`src/rtl/isa_pkg.sv`:
```
// Shared ISA definitions: opcode field width, opcode constants and the
// fetch-stage state encoding used by the fetch unit and its debug port.
package isa_pkg;

   localparam int OP_W = 8;

   // Decoder default maps this opcode to all-zero controls.
   localparam logic [OP_W-1:0] NOP_OPCODE = 8'h00;

   // ALU / move group
   localparam logic [OP_W-1:0] OP_ADD     = 8'h80;
   localparam logic [OP_W-1:0] OP_SUB     = 8'h81;
   localparam logic [OP_W-1:0] OP_AND     = 8'h82;
   localparam logic [OP_W-1:0] OP_OR      = 8'h83;
   localparam logic [OP_W-1:0] OP_XOR     = 8'h84;
   localparam logic [OP_W-1:0] OP_NOT     = 8'h85;
   localparam logic [OP_W-1:0] OP_SHIFT   = 8'h86;
   localparam logic [OP_W-1:0] OP_MOVE    = 8'h87;

   // Compare group
   localparam logic [OP_W-1:0] OP_CMP_EQ  = 8'h89;
   localparam logic [OP_W-1:0] OP_CMP_NE  = 8'h8A;
   localparam logic [OP_W-1:0] OP_CMP_LT  = 8'h8B;
   localparam logic [OP_W-1:0] OP_CMP_LE  = 8'h8C;
   localparam logic [OP_W-1:0] OP_CMP_GT  = 8'h8D;
   localparam logic [OP_W-1:0] OP_CMP_GE  = 8'h8E;

   // Memory and control flow
   localparam logic [OP_W-1:0] OP_STORE   = 8'h8F;
   localparam logic [OP_W-1:0] OP_LOAD    = 8'h9F;
   localparam logic [OP_W-1:0] OP_BRANCH  = 8'h90;
   localparam logic [OP_W-1:0] OP_IMED_LD = 8'hA0;
   localparam logic [OP_W-1:0] OP_JUMP    = 8'hB0;

   // Fetch FSM states
   typedef enum logic [1:0] {
      FETCH = 2'd0,   // idle, may launch a request
      WAIT  = 2'd1,   // request outstanding, result wanted
      HOLD  = 2'd2,   // instruction presented to decoder
      DRAIN = 2'd3    // request outstanding, result will be dropped
   } fetch_state_t;

endpackage

```
`src/rtl/instr_fetch_unit.sv`:
```
// Instruction fetch stage: owns the PC, issues one imem request at a time,
// holds the fetched word for the decoder and applies jump/branch redirects.
//
// Handshakes:
//   imem side   - imem_req/imem_addr are held until a one-cycle imem_ack;
//                 imem_rdata is taken in the ack cycle.
//   decoder side - instr/opcode/instr_pc are stable while instr_valid=1 and
//                 instr_ready=0; a transfer happens on instr_valid&&instr_ready.
// A redirect overrides everything; a request already on the bus is always
// completed (acked) before a new one is launched, its data dropped.
module instr_fetch_unit
   import isa_pkg::*;
#(
   parameter int                ADDR_W   = 16,
   parameter int                INSTR_W  = 32,
   parameter logic [ADDR_W-1:0] RESET_PC = '0
) (
   input  logic               clk,
   input  logic               rst,
   input  logic               fetch_en,
   output logic               imem_req,
   output logic [ADDR_W-1:0]  imem_addr,
   input  logic               imem_ack,
   input  logic [INSTR_W-1:0] imem_rdata,
   output logic               instr_valid,
   input  logic               instr_ready,
   output logic [INSTR_W-1:0] instr,
   output logic [OP_W-1:0]    opcode,
   output logic [ADDR_W-1:0]  instr_pc,
   input  logic               redir_en,
   input  logic [ADDR_W-1:0]  redir_addr,
   output fetch_state_t       dbg_state,
   output logic [ADDR_W-1:0]  dbg_pc
);

   fetch_state_t       state_q;
   logic [ADDR_W-1:0]  pc_q;
   logic [ADDR_W-1:0]  req_addr_q;
   logic               req_q;
   logic               valid_q;
   logic [INSTR_W-1:0] instr_q;
   logic [OP_W-1:0]    opcode_q;
   logic [ADDR_W-1:0]  instr_pc_q;

   // Fetch FSM with PC, request and decoder-facing output registers.
   always_ff @(posedge clk) begin
      if (rst) begin
         state_q    <= FETCH;
         pc_q       <= RESET_PC;
         req_addr_q <= '0;
         req_q      <= 1'b0;
         valid_q    <= 1'b0;
         instr_q    <= '0;
         opcode_q   <= NOP_OPCODE;
         instr_pc_q <= '0;
      end else begin
         case (state_q)
            FETCH: begin
               if (redir_en) begin
                  pc_q <= redir_addr;
               end else if (fetch_en) begin
                  req_q      <= 1'b1;
                  req_addr_q <= pc_q;
                  state_q    <= WAIT;
               end
            end
            WAIT: begin
               if (redir_en) begin
                  pc_q <= redir_addr;
                  if (imem_ack) begin
                     // Data arriving with the redirect is for the wrong path.
                     req_q   <= 1'b0;
                     state_q <= FETCH;
                  end else begin
                     // Request stays on the bus until memory answers.
                     state_q <= DRAIN;
                  end
               end else if (imem_ack) begin
                  instr_q    <= imem_rdata;
                  opcode_q   <= imem_rdata[INSTR_W-1 -: OP_W];
                  instr_pc_q <= req_addr_q;
                  pc_q       <= req_addr_q + 1'b1;
                  valid_q    <= 1'b1;
                  req_q      <= 1'b0;
                  state_q    <= HOLD;
               end
            end
            HOLD: begin
               if (redir_en) begin
                  // A coincident instr_ready is a normal accept; either way
                  // the held word is retired here.
                  valid_q  <= 1'b0;
                  opcode_q <= NOP_OPCODE;
                  pc_q     <= redir_addr;
                  state_q  <= FETCH;
               end else if (instr_ready) begin
                  valid_q  <= 1'b0;
                  opcode_q <= NOP_OPCODE;
                  state_q  <= FETCH;
               end
            end
            DRAIN: begin
               // Latest redirect target wins. An ack arriving in the same
               // cycle still ends the drain, otherwise the FSM would wait
               // for an ack that memory has already given.
               if (redir_en) begin
                  pc_q <= redir_addr;
               end
               if (imem_ack) begin
                  req_q   <= 1'b0;
                  state_q <= FETCH;
               end
            end
            default: begin
               state_q <= FETCH;
               req_q   <= 1'b0;
            end
         endcase
      end
   end

   assign imem_req    = req_q;
   assign imem_addr   = req_addr_q;
   assign instr_valid = valid_q;
   assign instr       = instr_q;
   assign opcode      = opcode_q;
   assign instr_pc    = instr_pc_q;
   assign dbg_state   = state_q;
   assign dbg_pc      = pc_q;

endmodule
```
`config.mk`:
```
export PLATFORM = sky130hd
export DESIGN_NAME = instr_fetch_unit
export DESIGN_NICKNAME = d
export VERILOG_FILES = /design/src/rtl/isa_pkg.sv /design/src/rtl/instr_fetch_unit.sv
export SDC_FILE = /design/constraint.sdc
export NUM_CORES = 1
export LEC_CHECK = 0
export ABC_AREA = 1
export CAP_MARGIN = 20
export CORE_ASPECT_RATIO = 1.2
export CORE_MARGIN = 5
export CORE_UTILIZATION = 47
export CTS_CLUSTER_SIZE = 20
export DETAILED_ROUTE_END_ITERATION = 6
export PLACE_DENSITY = 0.91
export SLEW_MARGIN = 20
export SYNTH_ARGS = -nofsm -noshare
export SYNTH_HDL_FRONTEND = slang
export SYNTH_SLANG_ARGS = --single-unit
export TNS_END_PERCENT = 50
```
`constraint.sdc`:
```
create_clock -name clk -period 2.6 [get_ports clk]
set_clock_uncertainty 0.1 [all_clocks]
set_input_delay 0.26 -clock clk [delete_from_list [all_inputs] [get_ports clk]]
set_output_delay 0.26 -clock clk [all_outputs]
set_load 0.1 [all_outputs]
```
; ---- After elaboration in Yosys (flattened, before gate mapping)
; Cells that the tools add are included.
[classes]
addsub = 1
eq_ne = 12
muxes = 27
bitwise_logic = 1
reduce_logical = 11
[ops]
columns = operator, count
row1 = 2-to-1 mux 16 bit, 3
row2 = 2-to-1 mux 8 bit, 4
row3 = one-hot mux 16 bit (2 select lines), 1
row4 = adder 16 x 1 -> 16 bit (second input constant), 1
row5 = 2-to-1 mux 2 bit, 8
row6 = one-hot mux 8 bit (2 select lines), 1
row7 = != test 2 bit (second input constant), 5
row8 = one-hot mux 2 bit (4 select lines), 1
row9 = AND reduction 4 bit, 2
row10 = 2-to-1 mux 1 bit, 7
row11 = != test 3 bit (second input constant), 2
row12 = AND reduction 3 bit, 2
row13 = AND reduction 5 bit, 1
row14 = equality test 2 bit (second input constant), 2
row15 = != test 2 x 1 -> 1 bit (second input constant), 2
row16 = one-hot mux 1 bit (2 select lines), 2
row17 = nonzero test 2 bit, 2
row18 = OR reduction 3 bit, 1
row19 = equality test 2 x 1 -> 1 bit (second input constant), 1
row20 = zero test 2 bit, 1
row21 = AND reduction 2 bit, 1
row22 = OR reduction 2 bit, 1
row23 = inverter 1 bit, 1
[totals]
regBits = 92
inputBits = 54
out_inout_bits = 92
word_cells = 60

; ---- Depth between registers and ports, before layout
; Gate-level depths: netlist of the first run.
[depth]
ltp_word = 4
ltp_mapped = 9
depth_no_buf = 8

; ---- Least setup slack after synthesis of the first run
; No wires, ideal clock.
[synth_timing]
kind = register to register
startpoint = reg req_addr_q[1], in the netlist imem_addr[1]
endpoint = reg pc_q[10], in the netlist dbg_pc[10]
setup_time_ns = 0.071
t_arrival_ns = 2.101
path_slack_ns = 0.328
path_stages_with_launch = 8
path_buffers = 0
period_less_slack_ns = 2.272
cell_sequence = dfxtp_1 ha_1 nand3_1 nor2_2 and2_1 or2_2 nand3_1 a21oi_1
[synth_via]
elab_chain_len = 4
[synth_rtl]
columns = element, line_no
row1 = "start, declared", instr_fetch_unit.sv:38  ; logic [ADDR_W-1:0] req_addr_q;
row2 = "start signal, assigned", instr_fetch_unit.sv:63  ; req_addr_q <= pc_q;
row3 = adder 16 x 1 -> 16 bit, instr_fetch_unit.sv:82  ; pc_q <= req_addr_q + 1'b1;
row4 = 2-to-1 mux 16 bit, instr_fetch_unit.sv:78  ; end else if (imem_ack) begin
row5 = 2-to-1 mux 16 bit, instr_fetch_unit.sv:68  ; if (redir_en) begin
row6 = one-hot mux 16 bit (2 select lines), instr_fetch_unit.sv:57  ; case (state_q)
row7 = "end signal, assigned", instr_fetch_unit.sv:60  ; pc_q <= redir_addr;
row8 = "end signal, assigned", instr_fetch_unit.sv:69  ; pc_q <= redir_addr;
row9 = "end signal, assigned", instr_fetch_unit.sv:82
row10 = "end, declared", instr_fetch_unit.sv:37  ; logic [ADDR_W-1:0] pc_q;
; No other way between the ends. The select of a mux whose other input is x is not followed.
; A chain may end at the register's enable or synchronous reset.

; ---- Final worst setup path of the first run
[layout_timing]
startpoint = reg state_q[0], in the netlist dbg_state[0]
endpoint = reg req_addr_q[7], in the netlist imem_addr[7]
[layout_via]
elab_chain_len = 2
[layout_rtl]
columns = element, line_no
row1 = "start, declared", instr_fetch_unit.sv:36  ; fetch_state_t state_q;
row2 = "start signal, assigned", instr_fetch_unit.sv:48  ; state_q <= FETCH;
row3 = "start signal, assigned", instr_fetch_unit.sv:64  ; state_q <= WAIT;
row4 = "start signal, assigned", instr_fetch_unit.sv:73  ; state_q <= FETCH;
row5 = zero test 2 bit, instr_fetch_unit.sv:57
row6 = AND reduction 3 bit (no source line), -
; No other way between the ends.

==> qor.tcl, run 1 <==
set qor(result_of_the_run) {completed}
set qor(proportion_of_power_drawn_by_combinational_gates) 0.472
set qor(syn-mean-instance-area_sq_um) 7.52
set qor(hold_violations) 0
set qor(drt_pass1_iterations) 5
set qor(core_sq_mm) 0.00766
set qor(drcViolationCount) 0
set qor(ys_warnings) 0
set qor(syn-instance-count) 490
set qor(timing.fmax_mhz) 522
set qor(post_synthesis_instance_area_sq_mm) 0.00368
set qor(yosys_register_bits) 92
set qor(crit_required_ns) 2.70
set qor(tritoncts) {yes}
set qor(antenna-diode-count) 0
set qor(drt_wl_total_um) 11100
set qor(timing.final.max_slew_violations) 0
set qor(floorplan.initialDensity) 0.481
set qor(share_of_total_power_in_the_clock_network) 0.190
set qor(switchingPower_w) 0.00266
set qor(floorplan.io_pins) 146
set qor(timing.setup.critical_path_class) {flip-flop to flip-flop}
set qor(clock_tree.root_cell) {sky130_fd_sc_hd__clkbuf_8}
set qor(maxCapViolations) 0
set qor(die_area_sq_mm) 0.00972
set qor(synthesis.nets) 545
set qor(clk_latency_ns) 0.35
set qor(min_path_type) {flip-flop to flip-flop}
set qor(cts-hold-fix-buffers) 0
set qor(first_pass_grt_wire_length_um) 17700
set qor(setup_viol_count_final) 0
set qor(vdd.ir_drop.worst_mv) 0.677
set qor(yosysSeqAreaShare) 0.500
set qor(bufs_on_longest_clock_path) 2
set qor(leakagePower_nw) 2.31
set qor(cts_resized) 0
set qor(portBuffers) 145
set qor(cts_max_level) 3
set qor(post_drt_wl_per_cell_um) 15.3
set qor(period_share) 0.737
set qor(drive_above_1_share) 0.203
set qor(maximum_net_fanout_on_the_critical_path) 30
set qor(power.density_cell_area_mw_per_mm2) 1020
set qor(die_y_um) 107
set qor(nFillCells) 648
set qor(clk_transition_reported_paths_ns) 0.09
set qor(grt_util_all_layers) 0.220
set qor(worst_ep_arrival_time_ns) 2.02
set qor(period_needed_ns) 1.92
set qor(grt_antenna_before_repair) 0
set qor(p_seq_frac) 0.339
set qor(floorplan.rows) 35
set qor(routed-via-count) 3834
set qor(grt_overflow_total) 0
set qor(layout.nets) 682
set qor(routabilityCongestion) 0.884
set qor(dp_hpwl_um) 8200
set qor(numClockSinks) 92
set qor(final.setup.tns_ns) 0
set qor(vias_in_the_first_global_route) 3746
set qor(post_cts.repair.setup_buffers) 0
set qor(area.growth.synth_to_final_pct) 40.2
set qor(detail_route.iter0.violations) 142
set qor(post-layout-total-power_w) 0.00529
set qor(grt_max_degree) 40
set qor(vias_cell) 5.30
set qor(die_x_um) 90.8
set qor(detail-route-antenna-nets) 0
set qor(tritoncts.num_buffers) 9
set qor(synth.lib_cells_used.distinct) 27
set qor(cellInternalPower_w) 0.00263
set qor(power.share.switching) 0.503
set qor(slew-limit-headroom) 0.431
set qor(transition_time_of_the_tightest_slew_check_pin_ns) 0.852
set qor(grt_setup_unrepaired) {no}
set qor(timing.critical_path.from_type) {flip-flop}
set qor(critPathCaptureType) {flip-flop}
-- routing by layer --
| layer | up-vias | track usage | share of wire |
|---|---|---|---|
| met3 | 18 | 0.0793 | 0.11 |
| li1 | 1878 | - | - |
| met5 | - | 0 | 0 |
| met2 | 176 | 0.385 | 0.49 |
| met1 | 1762 | 0.244 | 0.38 |
| met4 | 0 | 0.0839 | 0.017 |
-- Yosys cell counts --
cell,number,area [sq um]
sky130_fd_sc_hd__nor3_1,1,5.00
sky130_fd_sc_hd__a31oi_1,5,31.3
sky130_fd_sc_hd__clkbuf_1,10,37.5
sky130_fd_sc_hd__o21ai_0,77,385
sky130_fd_sc_hd__nor2_2,1,6.26
sky130_fd_sc_hd__a211oi_2,1,12.5
sky130_fd_sc_hd__nand2_1,76,285
sky130_fd_sc_hd__inv_1,34,128
sky130_fd_sc_hd__buf_4,2,15.0
sky130_fd_sc_hd__nand3_1,19,95.1
sky130_fd_sc_hd__o21ai_1,2,10.0
sky130_fd_sc_hd__nor2_1,71,267
sky130_fd_sc_hd__nor2_4,1,11.3
sky130_fd_sc_hd__nand4_1,4,25.0
sky130_fd_sc_hd__ha_1,1,12.5
sky130_fd_sc_hd__inv_2,3,11.3
sky130_fd_sc_hd__o21bai_1,2,15.0
sky130_fd_sc_hd__or2_2,1,6.26
sky130_fd_sc_hd__mux2i_1,1,10.0
sky130_fd_sc_hd__o21ai_2,2,17.5
sky130_fd_sc_hd__buf_2,16,80.1
sky130_fd_sc_hd__dfxtp_1,92,1840
sky130_fd_sc_hd__and2_1,1,6.26
sky130_fd_sc_hd__xor2_1,5,43.8
sky130_fd_sc_hd__nand2_2,1,6.26
sky130_fd_sc_hd__nor2_8,1,20.0
sky130_fd_sc_hd__a21oi_1,60,300
-- worst paths after layout --
kind                                                start                         to  slack [ns]  depth (start not counted)
worst max-delay path            dbg_state[0]$_SDFFE_PP0P_  imem_addr[7]$_SDFFE_PP0P_        0.68                          6
worst min register to register     opcode[2]$_SDFFE_PP0P_     opcode[2]$_SDFFE_PP0P_        0.37                          2
worst max register to register  dbg_state[0]$_SDFFE_PP0P_  imem_addr[7]$_SDFFE_PP0P_        0.68                          6
worst min-delay path               opcode[2]$_SDFFE_PP0P_     opcode[2]$_SDFFE_PP0P_        0.37                          2
-- kinds of logic after synthesis --
logic type,after synthesis,synth area share
and+or+nand+nor,177,0.199
AOI/OAI and AO/OA,149,0.210
DFF,92,0.500
buffers and inverters,65,0.0737
xor gates and xnor gates,5,0.0119
muxes,1,0.00272
adders and majority gates,1,0.00340
-- registers in the layout, indices dropped and copies added, names as in the netlist --
name and cells:
imem_req 1, instr 32, imem_addr 16, instr_pc 16
dbg_state 2, opcode 8, instr_valid 1, dbg_pc 16
-- critical path, stage by stage (launching register included) --
cell and delay [ns]:
sky130_fd_sc_hd__dfxtp_1 0.38, sky130_fd_sc_hd__nor2_1 0.16, sky130_fd_sc_hd__inv_1 0.07, sky130_fd_sc_hd__nor3_1 0.23
sky130_fd_sc_hd__inv_1 0.44, sky130_fd_sc_hd__o21ai_0 0.32, sky130_fd_sc_hd__a21oi_1 0.07
-- placed cells by master, fill, tap and decap left out --
cell and instances:
sky130_fd_sc_hd__a21oi_1 60, sky130_fd_sc_hd__nor2_2 1, sky130_fd_sc_hd__bufinv_16 1, sky130_fd_sc_hd__o21ai_1 2, sky130_fd_sc_hd__dfxtp_1 92, sky130_fd_sc_hd__o21ai_0 77, sky130_fd_sc_hd__clkinv_2 1, sky130_fd_sc_hd__inv_6 1
sky130_fd_sc_hd__or2_2 1, sky130_fd_sc_hd__inv_1 34, sky130_fd_sc_hd__and2_1 1, sky130_fd_sc_hd__nand4_1 4, sky130_fd_sc_hd__nor2_4 1, sky130_fd_sc_hd__clkbuf_8 11, sky130_fd_sc_hd__xor2_1 5, sky130_fd_sc_hd__a31oi_1 5
sky130_fd_sc_hd__buf_4 101, sky130_fd_sc_hd__clkdlybuf4s50_1 53, sky130_fd_sc_hd__nand2_1 76, sky130_fd_sc_hd__nand2_2 1, sky130_fd_sc_hd__mux2i_1 1, sky130_fd_sc_hd__nor2_8 1, sky130_fd_sc_hd__nor3_1 1, sky130_fd_sc_hd__o21ai_2 2
sky130_fd_sc_hd__inv_2 3, sky130_fd_sc_hd__clkinvlp_4 2, sky130_fd_sc_hd__a211oi_2 1, sky130_fd_sc_hd__ha_1 1, sky130_fd_sc_hd__o21bai_1 2, sky130_fd_sc_hd__nand3_1 19, sky130_fd_sc_hd__nor2_1 71
-- power groups by stage --
stage               logic (W)  clock network, W  registers [W]
finish                0.00250           0.00100        0.00179
global route          0.00261           0.00107        0.00182
CTS                   0.00250           0.00102        0.00179
detailed placement    0.00250                 0        0.00182
global placement      0.00245                 0        0.00181
floorplan            0.000526                 0        0.00320
-- through the flow --
stage / cells / hold WS, ns / worst slack (ns) / area (sq um) / utilization
final: 724 / 0.366 / 0.683 / 5170 / 0.674
after global routing: 724 / 0.367 / 0.523 / 5170 / 0.674
after CTS: 724 / 0.367 / 0.720 / 5170 / 0.674
after detailed placement: 708 / 0.352 / 0.380 / 4960 / 0.647
after global placement: 708 / 0.351 / 0.486 / 4960 / 0.647
after floorplan: 490 / 0.295 / 0.328 / 3680 / -
-- cell type report --
cell class                      count  area, sq um  area share
Inverter                           37          139      0.0269
Clock inverter                      5         58.8      0.0114
Clock buffer                       11          151      0.0293
Sequential cell                    92         1840       0.357
Timing Repair Buffer              154         1290       0.249
Tap cell                           92          115      0.0223
Multi-Input combinational cell    333         1570       0.304
No activity file was read; power rests on OpenSTA's default activity.
==> run 2, diff against run 1 <==
Settings changed: CORE_UTILIZATION 47 to 43, PLACE_DENSITY 0.91 to 0.84.
Clock period 2.6 ns to 2 ns, I/O delays scaled along.
==> run 2 against run 1 <==
- final area increased by 0.97%
- global-route usage down 1.9 points
- critical path type unchanged
- die area rose by 8.3%
- count of clock-buffer cells in the layout is 1 lower
- largest power group unchanged
==> qor.tcl, run 2 (synthesis gave the netlist of run 1 again) <==
set qor(result_of_the_run) {completed} ;# unchanged
set qor(post_cts.repair.setup_buffers) 0 ;# unchanged
set qor(top_layer) {met4} ;# unchanged
set qor(grt_max_degree) 49 ;# was 40
set qor(rrSetupSlack_ns) 0.33 ;# was 0.68 ns
set qor(vias_cell) 5.04 ;# was 5.30
set qor(core_sq_mm) 0.00847 ;# was 0.00766 sq mm
set qor(cellInternalPower_w) 0.00330 ;# was 0.00263 W
set qor(dp_worst_setup_slack_ns) 0.00361 ;# was 0.380 ns
set qor(r2r-start) {imem_addr[1]$_SDFFE_PP0P_} ;# was dbg_state[0]$_SDFFE_PP0P_
set qor(crit_path_start) {imem_addr[1]$_SDFFE_PP0P_} ;# was dbg_state[0]$_SDFFE_PP0P_
set qor(largest_register_ff_count) 32 ;# unchanged
set qor(timing.fmax_mhz) 598 ;# was 522 MHz
set qor(grt_antenna_before_repair) 0 ;# unchanged
set qor(timing.critical_path.from_type) {flip-flop} ;# unchanged
set qor(period_needed_ns) 1.67 ;# was 1.92 ns
set qor(drcViolationCount) 0 ;# unchanged
set qor(bufs_on_longest_clock_path) 2 ;# unchanged
set qor(worst_ep_arrival_time_ns) 1.86 ;# was 2.02 ns
set qor(detailed_place.area_sq_mm) 0.00503 ;# was 0.00496 sq mm
set qor(antenna-diode-count) 0 ;# unchanged
set qor(clk_transition_reported_paths_ns) 0.09 ;# about the same
set qor(grt_util_all_layers) 0.201 ;# was 0.220
set qor(tritoncts.num_buffers) 9 ;# unchanged
set qor(clk_latency_ns) 0.36 ;# was 0.35 ns
set qor(first_pass_grt_wire_length_um) 17000 ;# was 17700 um
set qor(instances_no_fill) 752 ;# was 724
set qor(transition_time_of_the_tightest_slew_check_pin_ns) 0.579 ;# was 0.852 ns
set qor(die_y_um) 111 ;# was 107 um
set qor(final.setup.tns_ns) 0 ;# unchanged
set qor(portBuffers) 145 ;# unchanged
set qor(seqCellArea_sq_mm) 0.00185 ;# was 0.00184 sq mm
set qor(hold_violations) 0 ;# unchanged
set qor(die_x_um) 94.5 ;# was 90.8 um
set qor(grt_overflow_total) 0 ;# unchanged
set qor(period_share) 0.836 ;# was 0.737
set qor(cts_max_level) 3 ;# unchanged
set qor(cts-hold-fix-buffers) 0 ;# unchanged
set qor(crit_end) {dbg_pc[10]$_SDFFE_PP0P_} ;# was imem_addr[7]$_SDFFE_PP0P_
set qor(vdd.ir_drop.worst_mv) 0.647 ;# was 0.677 mV
set qor(clock_tree.root_cell) {sky130_fd_sc_hd__clkbuf_8} ;# unchanged
set qor(vias_in_the_first_global_route) 3642 ;# was 3746
set qor(floorplan.io_pins) 146 ;# unchanged
set qor(area.growth.synth_to_final_pct) 41.6 ;# was 40.2%
set qor(layout_commonest_cell) {sky130_fd_sc_hd__buf_4} ;# unchanged
set qor(leakagePower_nw) 2.32 ;# was 2.31 nW
set qor(multi_input_area_sq_mm) 0.00157 ;# unchanged
set qor(setup_viol_count_final) 0 ;# unchanged
set qor(timing.final.max_slew_violations) 0 ;# unchanged
set qor(proportion_of_power_drawn_by_combinational_gates) 0.482 ;# was 0.472
set qor(critPathCaptureType) {flip-flop} ;# unchanged
set qor(dp_cells) 736 ;# was 708
set qor(detail_route.iter0.violations) 184 ;# was 142
set qor(min_path_type) {input port to flip-flop} ;# was flip-flop to flip-flop
set qor(power.density_cell_area_mw_per_mm2) 1300 ;# was 1020 mW/mm^2
set qor(worst_r2r_path_depth) 7 ;# was 6
set qor(timing.setup.critical_path_class) {flip-flop to flip-flop} ;# unchanged
set qor(cts_resized) 0 ;# unchanged
set qor(floorplan.initialDensity) 0.435 ;# was 0.481
set qor(maximum_net_fanout_on_the_critical_path) 7 ;# was 30
set qor(drt_wl_total_um) 10800 ;# was 11100 um
set qor(tritoncts) {yes} ;# unchanged
set qor(cpMostUsedCell) {sky130_fd_sc_hd__nand3_1} ;# was sky130_fd_sc_hd__inv_1
set qor(detail-route-antenna-nets) 0 ;# unchanged
set qor(grt_setup_unrepaired) {no} ;# unchanged
set qor(numClockSinks) 92 ;# unchanged
set qor(design_area_sq_mm) 0.00522 ;# was 0.00517 sq mm
set qor(met2RoutedLength_um) 5230 ;# was 5450 um
set qor(wl_met1_um) 4220 ;# was 4230 um
set qor(post_drt_wl_per_cell_um) 14.4 ;# was 15.3 um
set qor(routabilityCongestion) 0.925 ;# was 0.884
set qor(layout_common_cells) {103 x sky130_fd_sc_hd__buf_4, 85 x sky130_fd_sc_hd__dfxtp_1, 77 x sky130_fd_sc_hd__o21ai_0, 76 x sky130_fd_sc_hd__nand2_1, 71 x sky130_fd_sc_hd__nor2_1} ;# was 101 x sky130_fd_sc_hd__buf_4, 92 x sky130_fd_sc_hd__dfxtp_1, 77 x sky130_fd_sc_hd__o21ai_0, 76 x sky130_fd_sc_hd__nand2_1, 71 x sky130_fd_sc_hd__nor2_1
set qor(cpMaxStageDelayCell) {sky130_fd_sc_hd__dfxtp_2} ;# was sky130_fd_sc_hd__inv_1
set qor(dr_wl_met3_um) 1180 ;# was 1210 um
set qor(routed-via-count) 3788 ;# was 3834
set qor(power.share.switching) 0.512 ;# was 0.503
set qor(crit_chain) {ha_1 > nand3_1 > nor2_2 > and2_1 > or2_2 > nand3_1 > a21oi_1} ;# was nor2_1 > inv_1 > nor3_1 > inv_1 > o21ai_0 > a21oi_1
set qor(floorplan.rows) 37 ;# was 35
set qor(layout.nets) 685 ;# was 682
set qor(slowest_stage_delay_cp_ns) 0.39 ;# was 0.44 ns
set qor(die_area_sq_mm) 0.0105 ;# was 0.00972 sq mm
set qor(drt_pass1_iterations) 4 ;# was 5
set qor(maxCapViolations) 0 ;# unchanged
set qor(nFillCells) 763 ;# was 648
set qor(drive_above_1_share) 0.217 ;# was 0.203
set qor(switchingPower_w) 0.00346 ;# was 0.00266 W
set qor(slew-limit-headroom) 0.614 ;# was 0.431
set qor(dp_hpwl_um) 7900 ;# was 8200 um
set qor(reg2reg_to) {dbg_pc[10]$_SDFFE_PP0P_} ;# was imem_addr[7]$_SDFFE_PP0P_
set qor(fin_ws_ns) 0.327 ;# was 0.683 ns
set qor(p_seq_frac) 0.346 ;# was 0.339
set qor(share_of_total_power_in_the_clock_network) 0.172 ;# was 0.190
set qor(crit_required_ns) 2.19 ;# was 2.70 ns
## run 2: how the worst min path moves through the flow
stage                                        start                  endpoint  slack, ns  cells past startpoint
after floorplan                     imem_rdata[13]    instr[13]$_SDFFE_PP0P_       0.23                      2
after global placement      instr[28]$_SDFFE_PP0P_    instr[28]$_SDFFE_PP0P_       0.35                      2
after detailed placement  instr_valid$_SDFFE_PP0P_  instr_valid$_SDFFE_PP0P_       0.35                      2
after CTS                            imem_rdata[5]     instr[5]$_SDFFE_PP0P_       0.30                      3
after global routing                imem_rdata[21]    instr[21]$_SDFFE_PP0P_       0.30                      3
final                               imem_rdata[28]    instr[28]$_SDFFE_PP0P_       0.31                      3
## run 2: final cells by class
type                            count  area share
Sequential cell                    92       0.355
Clock inverter                      6     0.00911
Inverter                           37      0.0266
Clock buffer                       10      0.0264
Tap cell                          117      0.0281
Multi-Input combinational cell    333       0.301
Timing Repair Buffer              157       0.254
## run 2: power groups by stage
stage                     combinational [W]  sequential, W  clock, W
after detailed placement            0.00327        0.00237         0
after global routing                0.00341        0.00237   0.00129
final                               0.00326        0.00234   0.00116
after floorplan                    0.000682        0.00418         0
after global placement              0.00323        0.00236         0
after CTS                           0.00327        0.00233   0.00120
## run 2: critical path, delay by kind of cell (launching register included)
kind	cells	cell delay (ns)
simple gates	5	0.76
flops	1	0.39
fa+ha+maj	1	0.21
compound gates	1	0.13
## run 2: stage by stage
stage	hold WS, ns	util	total power [W]
floorplan	0.235	-	0.00486
global placement	0.351	0.594	0.00559
detailed placement	0.352	0.594	0.00564
CTS	0.302	0.616	0.00680
global route	0.301	0.616	0.00707
finish	0.313	0.616	0.00676
## run 2: routing by layer
layer  vias to the layer above  GRT usage
met4                         0     0.0789
met2                       158      0.329
li1                       1885          -
met1                      1726      0.231
met5                         -          0
met3                        19     0.0845
==> variant 1, RTL diff (settings of run 1) <==
The parameter `ADDR_W` goes from 16 to 17.
--- a/src/rtl/instr_fetch_unit.sv
+++ b/src/rtl/instr_fetch_unit.sv
@@ -12,5 +12,5 @@
    import isa_pkg::*;
 #(
-   parameter int                ADDR_W   = 16,
+   parameter int                ADDR_W   = 17,
    parameter int                INSTR_W  = 32,
    parameter logic [ADDR_W-1:0] RESET_PC = '0
Ports: changed (resized dbg_pc, imem_addr, instr_pc and redir_addr); port bits go from 146 to 150. No check against the original RTL was run, so the function may have changed too.
==> variant 1 against run 1 <==
  * Die area up 3.7%
  * Total power grew 1.8%
  * Final area rose by 2.9%
  * Area after synthesis up 4.2%
  * Via count increased by 4.7%
  * Fmax is 4.3% higher
  * Routed wire length increased by 0.45%
  * Hold slack improved by 0.0027 ns
  * Sequential cell count grew 3
  * Setup slack better by 0.079 ns
  * Critical endpoint is now dbg_pc[10]
==> variant 1: results (changes against run 1) <==
metric,value,unit,change
number of flip-flops in the largest register,32,,unchanged
sequential share of the synthesized area,49.5,%,was 50.0%
Top Metal Used,met4,,unchanged
H-tree depth,3,,unchanged
ys async rst share,0,%,unchanged
Final nets,715,,was 682
Synth cell types,26,,was 27
first-pass GRT wire length,17.9,mm,was 17.7 mm
Post-DP HPWL,8.17,mm,was 8.20 mm
Post-synth EDFFs,0,,unchanged
worst vdd ir,0.000524,V,was 0.000677 V
R2R Setup Slk,0.76,ns,was 0.68 ns
post-DR wirelength/cell,14.7,µm,was 15.3 µm
port bufs,149,,was 145
initial detailed-routing violation count,245,,was 142
Area contributors post-synth,"dfxtp_1 50%, o21ai_0 11%, nand2_1 8.7%",,"was dfxtp_1 50%, o21ai_0 10%, a21oi_1 8.1%"
cts repair resizes,0,,unchanged
antenna violations before repair,0,,unchanged
Leak,2.37,nW,was 2.31 nW
GP Congestion,0.905,,was 0.884
WL final,11.1,mm,about the same
cts bufs inserted,9,,unchanged
metal3 WL,1.05,mm,was 1.21 mm
Post-Synthesis Net Count,575,,was 545
vias in the first global route,3888,,was 3746
Pint,2.67,mW,was 2.63 mW
cell chosen for the clock root,clkbuf_8,,unchanged
critical path's slowest cell,dfxtp_1,,was inv_1
Cells after Synth,519,,was 490
Total GRT Usage,21.9,%,was 22.0%
Vias,4016,,was 3834
outcome,completed,,unchanged
critical path's largest stage delay,0.46,ns,was 0.44 ns
Hold Crit Class,reg -> reg,,unchanged
largest delay contributor family on the critical path,simple AND/OR/NAND/NOR gates,,was buffers and inverters
Met2 Routed Length,5.67,mm,was 5.45 mm
n_diodes,0,,unchanged
DP Cell Count,743,,was 708
setup bufs post-CTS,0,,unchanged
Worst-Margin Slew,0.587,ns,was 0.852 ns
Clock Latency Late Sink,0.35,ns,about the same
Yosys warnings,0,,unchanged
layout cells sized above 1,19.0,%,was 20.3%
1st-pass router iterations,4,,was 5
maximum number of pins on one net before global-route repair,68,,was 40
Clock Path Buffers,2,,unchanged
routed metal-1 wirelength,4.12,mm,was 4.23 mm
hold_ws,0.369,ns,was 0.366 ns
worst-path fanout max,6,,was 30
Worst-path clk slew,0.09,ns,about the same
Commonest cells post-synth,"95 x dfxtp_1, 89 x nand2_1, 84 x o21ai_0, 79 x nor2_1, 58 x a21oi_1",,"was 92 x dfxtp_1, 77 x o21ai_0, 76 x nand2_1, 71 x nor2_1, 60 x a21oi_1"
[variant 1: changes by cell type after synthesis, sizes merged, moves of 3 or more]
cell	delta
nand3	+6
nor2	+7
buf	-7
o21ai	+5
clkbuf	+7
nand2	+13
xor2	-4
dfxtp	+3
inv	+3
[variant 1: per-stage QoR]
stage	worst slack, ns	cell area [µm²]	total power, mW
finish	0.762	5320	5.39
global route	0.555	5320	5.63
CTS	0.765	5320	5.41
detailed placement	0.437	5120	4.46
global placement	0.541	5120	4.42
floorplan	0.384	3840	3.87
[variant 1: final cells by class]
class	instances	area, µm²
multi-input cells	356	1640
repair buffers	157	1310
flip-flops and latches	95	1900
well taps	95	119
clock buffers	13	149
inverters	40	153
fillers	687	2750
clock inverters	3	42.5
[variant 1: worst register-to-register path, delay by kind of cell, from the launching register on]
kind                     cells  cell delay [ns]
AND/OR/NAND/NOR              5             0.87
flip-flops                   1             0.46
AO/OA/AOI/OAI                1             0.11
adder cells (fa/ha/maj)      1             0.24
[variant 1: layer usage]
metal,global-route usage (%),up-vias
met5,0,-
met4,8.60,0
li1,-,1978
met1,24.7,1829
met2,38.7,183
met3,6.42,26
[variant 1: final timing paths]
check	endpoint	cells after the start	start
hold reg to reg	instr_valid	2	instr_valid
setup / recovery	dbg_pc[10]	7	imem_addr[1]
hold / removal	instr_valid	2	instr_valid
setup reg to reg	dbg_pc[10]	7	imem_addr[1]
[variant 1: cell families after synthesis]
group,share of synthesized area [%]
AOI/OAI and AO/OA,20.6
adders and majority gates,0.326
xor gates and xnor gates,0.228
DFF,49.5
buffers and inverters,7.79
muxes,0.261
and+or+nand+nor,21.2
[variant 1: power by group through the flow]
stage	logic (mW)	registers, mW	clock network (mW)
floorplan	0.550	3.32	0
global placement	2.55	1.87	0
detailed placement	2.59	1.88	0
CTS	2.59	1.84	0.976
global route	2.71	1.88	1.04
finish	2.59	1.85	0.955
==> variant 2, RTL diff (config.mk and constraints of run 1) <==
Without the edit above. Reset style: asynchronous (`rst`), changed in one clocked block.
--- a/src/rtl/instr_fetch_unit.sv
+++ b/src/rtl/instr_fetch_unit.sv
@@ -44,5 +44,5 @@
 
    // Fetch FSM with PC, request and decoder-facing output registers.
-   always_ff @(posedge clk) begin
+   always_ff @(posedge clk or posedge rst) begin
       if (rst) begin
          state_q    <= FETCH;
Function: differs if rst is asserted again (counterexample within 4 cycles, from zero or initial values and one cycle with rst high); with rst held inactive, the same outputs for 4 cycles.
==> variant 2 against run 1 <==
  * Final cell count increased by 1.9%
  * Fmax up 0.66%
  * Routed wire length grew 1.4%
  * Final area is 7.3% higher
  * Sequential cell count unchanged
  * Area after synthesis is 9.5% higher
  * Setup slack improved by 0.012 ns
  * Global-route usage rose by 0.15 points
  * Critical path type is now in -> reg
Power is not shown: default switching activity piles up to over one toggle a cycle in this logic, so the estimate is an artifact.
==> variant 2: results (changes against run 1) <==
metric,value,unit,change
n_diodes,0,,unchanged
Clock Path Buffers,2,,unchanged
H-tree depth,3,,unchanged
first-pass GRT wire length,18.3,mm,was 17.7 mm
GR Util met1,27.4,%,was 24.4%
Total GRT Usage,22.2,%,was 22.0%
metal3 WL,861,µm,was 1.21 mm
GP Congestion,0.876,,was 0.884
pre-CTS setup slack,0.347,ns,was 0.380 ns
1st-pass router iterations,5,,unchanged
port bufs,145,,unchanged
Area contributors post-synth,"dfrtp_1 57%, nand2_1 17%, o21ai_0 4.7%",,"was dfxtp_1 50%, o21ai_0 10%, a21oi_1 8.1%"
Commonest cells post-synth,"178 x nand2_1, 92 x dfrtp_1, 43 x nor2_1, 41 x inv_1, 38 x o21ai_0",,"was 92 x dfxtp_1, 77 x o21ai_0, 76 x nand2_1, 71 x nor2_1, 60 x a21oi_1"
cell chosen for the clock root,clkbuf_8,,unchanged
worst-path fanout max,40,,was 30
Cells after Synth,473,,was 490
Final nets,672,,was 682
"Cell Area, Placed",0.00536,mm²,was 0.00496 mm²
DP Cell Count,723,,was 708
layout cells sized above 1,20.1,%,was 20.3%
grt met3 use,4.12,%,was 7.93%
routed metal-1 wirelength,4.52,mm,was 4.23 mm
number of flip-flops in the largest register,32,,unchanged
worst rel slew slack,55.6,%,was 43.1%
ys async rst share,100,%,was 0%
sequential cell area,0.00230,mm²,was 0.00184 mm²
WL final,11.2,mm,was 11.1 mm
Post-Synthesis Net Count,528,,was 545
Max-cap violations,0,,unchanged
Vias,3692,,was 3834
grt met2 use,37.5,%,was 38.5%
outcome,completed,,unchanged
Synth cell types,32,,was 27
initial detailed-routing violation count,213,,was 142
Layout fillers,699,,was 648
post-DR wirelength/cell,15.2,µm,was 15.3 µm
sequential share of the synthesized area,57.1,%,was 50.0%
Hold Crit Class,in -> async,,was reg -> reg
crit path DAT,2.06,ns,was 2.02 ns
most used flip-flop cell after synthesis,dfrtp_1,,was dfxtp_1
Top Metal Used,met4,,unchanged
cts bufs inserted,9,,unchanged
post-synthesis mux area share,0.279,%,was 0.272%
xor-xnor portion of the synthesized cell area,0.651,%,was 1.19%
setup bufs post-CTS,0,,unchanged
Met2 Routed Length,5.54,mm,was 5.45 mm
Compound-Gate Fraction of Synth Area,9.89,%,was 21.0%
maximum number of pins on one net before global-route repair,41,,was 40
Post-DP HPWL,8.54,mm,was 8.20 mm
Adder-Cell Fraction of Synth Area,0.310,%,was 0.340%
Worst-path clk slew,0.08,ns,
-- variant 2: cell type report --
cell class              instances  area share [%]
inverters                      44            3.23
clock buffers                  14            3.29
multi-input cells             320            25.8
well taps                     117            2.64
clock inverters                 1          0.0903
repair buffers                150            23.4
flip-flops and latches         92            41.5
-- variant 2: worst max-delay path, stage by stage --
cell and delay (ns):
clkdlybuf4s50_1 0.51, inv_2 0.33, nand2_4 0.14, inv_6 0.13, nand2_4 0.16, inv_6 0.30, nand3_2 0.10, nand2_1 0.07
inv_1 0.04
-- variant 2: path summary, 6_finish.rpt --
check	start	to	slack [ns]	cells past startpoint
hold / removal	rst	instr[0]	0.25	2
setup reg to reg	imem_addr[1]	dbg_pc[8]	0.76	8
setup / recovery	redir_en	dbg_pc[11]	0.70	9
hold reg to reg	instr[7]	instr[7]	0.38	2
max in group asynchronous	rst	instr[6]	1.56	3
min in group clk	imem_rdata[17]	instr[17]	0.34	3
